`config.mk`:
```
export PLATFORM = sky130hd
export DESIGN_NAME = iir_butterworth_order3
export DESIGN_NICKNAME = d
export VERILOG_FILES = /design/src/rtl/iir_bw3_pkg.sv /design/src/rtl/iir_round_sat.sv /design/src/rtl/iir_butterworth_order3.sv
export SDC_FILE = /design/constraint.sdc
export NUM_CORES = 2
export LEC_CHECK = 0
export BUFFER_PORTS_ARGS = -buffer_cell sky130_fd_sc_hd__buf_2
export CAP_MARGIN = 25
export CORE_MARGIN = 4
export CORE_UTILIZATION = 30
export DETAILED_ROUTE_END_ITERATION = 10
export SLEW_MARGIN = 20
export SYNTH_ARGS = -nofsm -noshare
export SYNTH_HDL_FRONTEND = slang
export SYNTH_SLANG_ARGS = --single-unit
```
`constraint.sdc`:
```
create_clock -name clk -period 11.7 [get_ports clk]
set_input_delay 2.925 -clock clk [delete_from_list [all_inputs] [get_ports clk]]
set_output_delay 2.925 -clock clk [all_outputs]
set_load 0.03 [all_outputs]
```
`src/rtl/iir_bw3_pkg.sv`:
```
// Shared widths and Q2.14 coefficients for the 3rd-order Butterworth low-pass (fc = fs/10).
package iir_bw3_pkg;

    localparam int unsigned DATA_W = 16;
    localparam int unsigned COEF_W = 16;
    localparam int unsigned FRAC_W = 14;
    localparam int unsigned ACC_W  = 40;
    localparam int unsigned PROD_W = DATA_W + COEF_W;

    localparam logic signed [COEF_W-1:0] B0 = 16'sd297;
    localparam logic signed [COEF_W-1:0] B1 = 16'sd890;
    localparam logic signed [COEF_W-1:0] B2 = 16'sd890;
    localparam logic signed [COEF_W-1:0] B3 = 16'sd297;
    localparam logic signed [COEF_W-1:0] A1 = -16'sd28837;
    localparam logic signed [COEF_W-1:0] A2 = 16'sd19381;
    localparam logic signed [COEF_W-1:0] A3 = -16'sd4556;

endpackage

```
`src/rtl/iir_round_sat.sv`:
```
// Rounds the Q4.28 accumulator back to Q2.14 (half up) and clamps or wraps to DATA_W.
// Build option: IIR_SATURATE_EN selects clamping; otherwise the result wraps.
module iir_round_sat
    import iir_bw3_pkg::*;
(
    input  logic [ACC_W-1:0]  acc_i,
    output logic [DATA_W-1:0] y_c_o
);

    localparam logic signed [ACC_W-1:0] HALF_LSB = ACC_W'(64'sd8192);
    localparam logic signed [ACC_W-1:0] MAX_V    = ACC_W'(64'sd32767);
    localparam logic signed [ACC_W-1:0] MIN_V    = ACC_W'(-64'sd32768);

    logic signed [ACC_W-1:0] sum_c;
    logic signed [ACC_W-1:0] shifted_c;
    logic                    unused_bits_c;

    assign sum_c         = $signed(acc_i) + HALF_LSB;
    assign shifted_c     = sum_c >>> FRAC_W;
    assign unused_bits_c = ^{sum_c, shifted_c};

`ifdef IIR_SATURATE_EN
    always_comb begin
        y_c_o = shifted_c[DATA_W-1:0];
        if (shifted_c > MAX_V) begin
            y_c_o = MAX_V[DATA_W-1:0];
        end else if (shifted_c < MIN_V) begin
            y_c_o = MIN_V[DATA_W-1:0];
        end
    end
`else
    assign y_c_o = shifted_c[DATA_W-1:0];
`endif

endmodule

```
`src/rtl/iir_butterworth_order3.sv`:
```
// 3rd-order Butterworth low-pass, direct form I, one Q2.14 sample per clock, registered output.
// Build option: IIR_SATURATE_EN (clamp instead of wrap, handled in iir_round_sat).
module iir_butterworth_order3
    import iir_bw3_pkg::*;
(
    input  logic              clk,
    input  logic              rst_n,
    input  logic [DATA_W-1:0] x_n,
    output logic [DATA_W-1:0] y_n
);

    logic [DATA_W-1:0] x1_q, x2_q, x3_q;
    logic [DATA_W-1:0] y1_q, y2_q, y3_q;
    logic [DATA_W-1:0] y_q;
    logic [DATA_W-1:0] x1_d, x2_d, x3_d;
    logic [DATA_W-1:0] y1_d, y2_d, y3_d;
    logic [DATA_W-1:0] y_d;

    logic signed [PROD_W-1:0] pb0_c, pb1_c, pb2_c, pb3_c;
    logic signed [PROD_W-1:0] pa1_c, pa2_c, pa3_c;
    logic signed [ACC_W-1:0]  acc_c;
    logic [DATA_W-1:0]        y_c;

    // Seven-term MAC over the current input and both delay lines
    always_comb begin
        pb0_c = B0 * $signed(x_n);
        pb1_c = B1 * $signed(x1_q);
        pb2_c = B2 * $signed(x2_q);
        pb3_c = B3 * $signed(x3_q);
        pa1_c = A1 * $signed(y1_q);
        pa2_c = A2 * $signed(y2_q);
        pa3_c = A3 * $signed(y3_q);
        acc_c = ACC_W'(pb0_c) + ACC_W'(pb1_c) + ACC_W'(pb2_c) + ACC_W'(pb3_c)
              - ACC_W'(pa1_c) - ACC_W'(pa2_c) - ACC_W'(pa3_c);
    end

    iir_round_sat u_round_sat (
        .acc_i (acc_c),
        .y_c_o (y_c)
    );

    // Feedback taps take the same post-saturation value that drives y_n
    always_comb begin
        y_d  = y_c;
        x1_d = x_n;
        x2_d = x1_q;
        x3_d = x2_q;
        y1_d = y_c;
        y2_d = y1_q;
        y3_d = y2_q;
    end

    // rst_n is active-high despite its name
    always_ff @(posedge clk) begin
        if (rst_n) begin
            y_q  <= '0;
            x1_q <= '0;
            x2_q <= '0;
            x3_q <= '0;
            y1_q <= '0;
            y2_q <= '0;
            y3_q <= '0;
        end else begin
            y_q  <= y_d;
            x1_q <= x1_d;
            x2_q <= x2_d;
            x3_q <= x3_d;
            y1_q <= y1_d;
            y2_q <= y2_d;
            y3_q <= y3_d;
        end
    end

    assign y_n = y_q;

endmodule

```
==> results.ini <==
[logic_synthesis]
synth_cell_types = 59
async_flop_share_pct = 0
netlist_area_um2 = 32830
yosys_warnings = 0
ys_seq_area_share_pct = 5.854
syn_avg_cell_area_um2 = 10.14
synth_fp_nets = 4608
yosys_register_bits = 96
synth_edf_count = 0
ys.flop_type = dfxtp_1
syn_inst = 3237

[route]
drt_iter0_drc = 620
routed_via_density = 4.242
vias = 19920
drt_drc_violations_left = 0
wl_per_cell_um = 16.38
dr.pass1.iters = 5
ant_nets = 0
wl_um = 76910

[sta]
rsz0062_at_grt = false
relSlewSlack_pct = 46.84
slew_violations = 0
finalHoldViolations = 0
clock_skew_ns = 0.02449
period_minus_slack_ns = 11.09
finalSetupViolations = 0
setup_tns_ns = 0
max_freq_ghz = 0.09019
worst_pin_slew_ns = 0.7963
period_share_pct = 94.77

[setup_path]
cp.required_ns = 11.96
cp_common_cell = fa_1
path_max_fanout = 6
crit_path_top_delay_cell = fa_1
worstSetupStartpoint = y3_q[9]
critPathLaunchType = register
cpPeakStageDelay_ns = 0.59
r2r_start = y3_q[9]
cp-end-kind = register
worst-setup-path-type = register to register
worstPathArrival_ns = 11.35

[clock_network]
ctsLongestPathBuffers = 2
cts_hold_buffers = 0
cts_tree = built
path_clk_slew_ns = 0.09
cts_root_buf = clkbuf_16
clkLatencyLatePin_ns = 0.42
cts_max_level = 3
numCtsBuffers = 9
cts.sinks = 96

[floorplan]
dieArea_um2 = 114800
core_area_um2 = 108700
die_w_um = 338.8
num_rows = 121
initial_utilization_pct = 30.20
die_y_um = 338.8
io_pins = 34

[run_status]
outcome = completed

[global_route]
grt-ovfl-total = 0
grt_usage_pct = 14.17
grt_pass1_vias = 23090
grt_max_degree = 58
grt_pass1_wl_um = 126600
antenna_found_initial = 3

[final_layout]
drive_gt1_share_pct = 2.499
fin_nets = 4647
regArea_um2 = 1922
area_growth_syn_to_layout_pct = 6.989
multi_input_area_um2 = 26530
fillers = 11130

[hold_path]
min-delay-start = x1_q[4]
hold_path.class = register to register

[place]
dpl.hpwl_um = 70520
portBuffers = 33
place_congestion = 0.8960

[flow_run]
cap_viol_max_count = 0

timing repair:
item | CTS | global route
endpoints found under the setup margin | 0 | 2
setup buffers | 0 | 0
resized for setup | 0 | 5
registers in the layout (all words and copies together) (netlist names):
register,cells
x1_q,16
x2_q,16
x3_q,16
y2_q,16
y3_q,16
y_n,16
stage by stage:
stage	area, µm²	util [%]	hold slack (ns)	setup WS, ns	cells
6_report	35120	32.31	0.5543	0.6121	4696
5_1_grt	35120	32.31	0.5916	0.04755	4695
4_1_cts	35100	32.29	0.5673	0.3515	4695
3_5_place_dp	34790	32.01	0.5489	0.4443	4679
3_3_place_gp	34790	32.01	0.5490	0.5413	4679
2_1_floorplan	32830	-	0.4846	1.393	3237
layout make-up:
cell class              count  share of cell area [%]
inverters                1154                   12.33
multi-input cells        1970                   75.54
well taps                1414                   5.037
clock inverters             7                  0.2351
diodes                      1                0.007124
flip-flops and latches     96                   5.471
repair buffers             45                  0.7338
clock buffers               9                  0.6412
synth_stat cells (7+ instances only):
cell,instances,share of area [%]
a21o_1,25,0.57
a21oi_1,55,0.84
and3_1,10,0.19
clkbuf_1,11,0.13
dfxtp_1,96,5.9
fa_1,754,46
ha_1,599,23
inv_1,1153,13
mux2i_1,8,0.24
nand2_1,38,0.43
nand2b_1,13,0.25
nand3_1,15,0.23
nor2_1,113,1.3
nor2b_1,44,0.84
nor3_1,27,0.41
o21a_1,10,0.23
o21ai_0,29,0.44
o21bai_1,7,0.16
xnor2_1,81,2.2
xor2_1,56,1.5
cell families after synthesis:
| group | count (synthesis) | share of synthesized area, % |
|---|---|---|
| buffers and inverters | 1171 | 13.40 |
| adders and majority gates | 1353 | 68.81 |
| xor gates and xnor gates | 137 | 3.655 |
| muxes | 13 | 0.4154 |
| AOI/OAI and AO/OA | 173 | 3.533 |
| DFF | 96 | 5.854 |
| and+or+nand+nor | 294 | 4.341 |
cell usage in the layout (no fill, tap or decap), drive strengths merged, types with 4 or more instances in the layout:
cell    count
dfxtp      96
o21a       10
a21o       25
or3         6
nand4       6
ha        599
a21boi      4
o21ai      29
nor3       27
o311ai      6
xor2       56
fa        754
or2         5
mux2        5
nand3      15
a211oi      6
nand2b     13
buf        45
inv      1157
nand2      38
mux2i       8
nor2b      44
clkbuf      9
a31oi       5
xnor2      81
o21bai      7
and2        5
and3       10
o31ai       4
nor2      113
a21oi      57
layer usage:
metal / GRT usage (%) / wire length (µm) / up-vias
met5: 0 / 21 / -
met4: 2.991 / 1368 / 4
met3: 2.197 / 3037 / 71
met2: 24.86 / 37860 / 241
met1: 18.53 / 34620 / 10080
li1: - / - / 9522
path summary, 6_finish.rpt:
| path | cells after the start | endpoint | slack [ns] |
|---|---|---|---|
| max | 38 | y_n[15] | 0.61 |
| min | 1 | x2_q[4] | 0.55 |
| max reg2reg | 38 | y_n[15] | 0.61 |
| min reg2reg | 1 | x2_q[4] | 0.55 |
critical path: cells and delay by family (launching register included):
| family | cells | cell delay (ns) |
|---|---|---|
| AOI/OAI and AO/OA | 7 | 1.71 |
| xor gates and xnor gates | 3 | 0.52 |
| adders and majority gates | 16 | 6.96 |
| buffers and inverters | 6 | 0.37 |
| DFF | 1 | 0.45 |
| and+or+nand+nor | 6 | 0.95 |
Power is left out: the tool's default activity adds up to more than one toggle a clock period on the data nets, which glitch-free logic cannot reach.
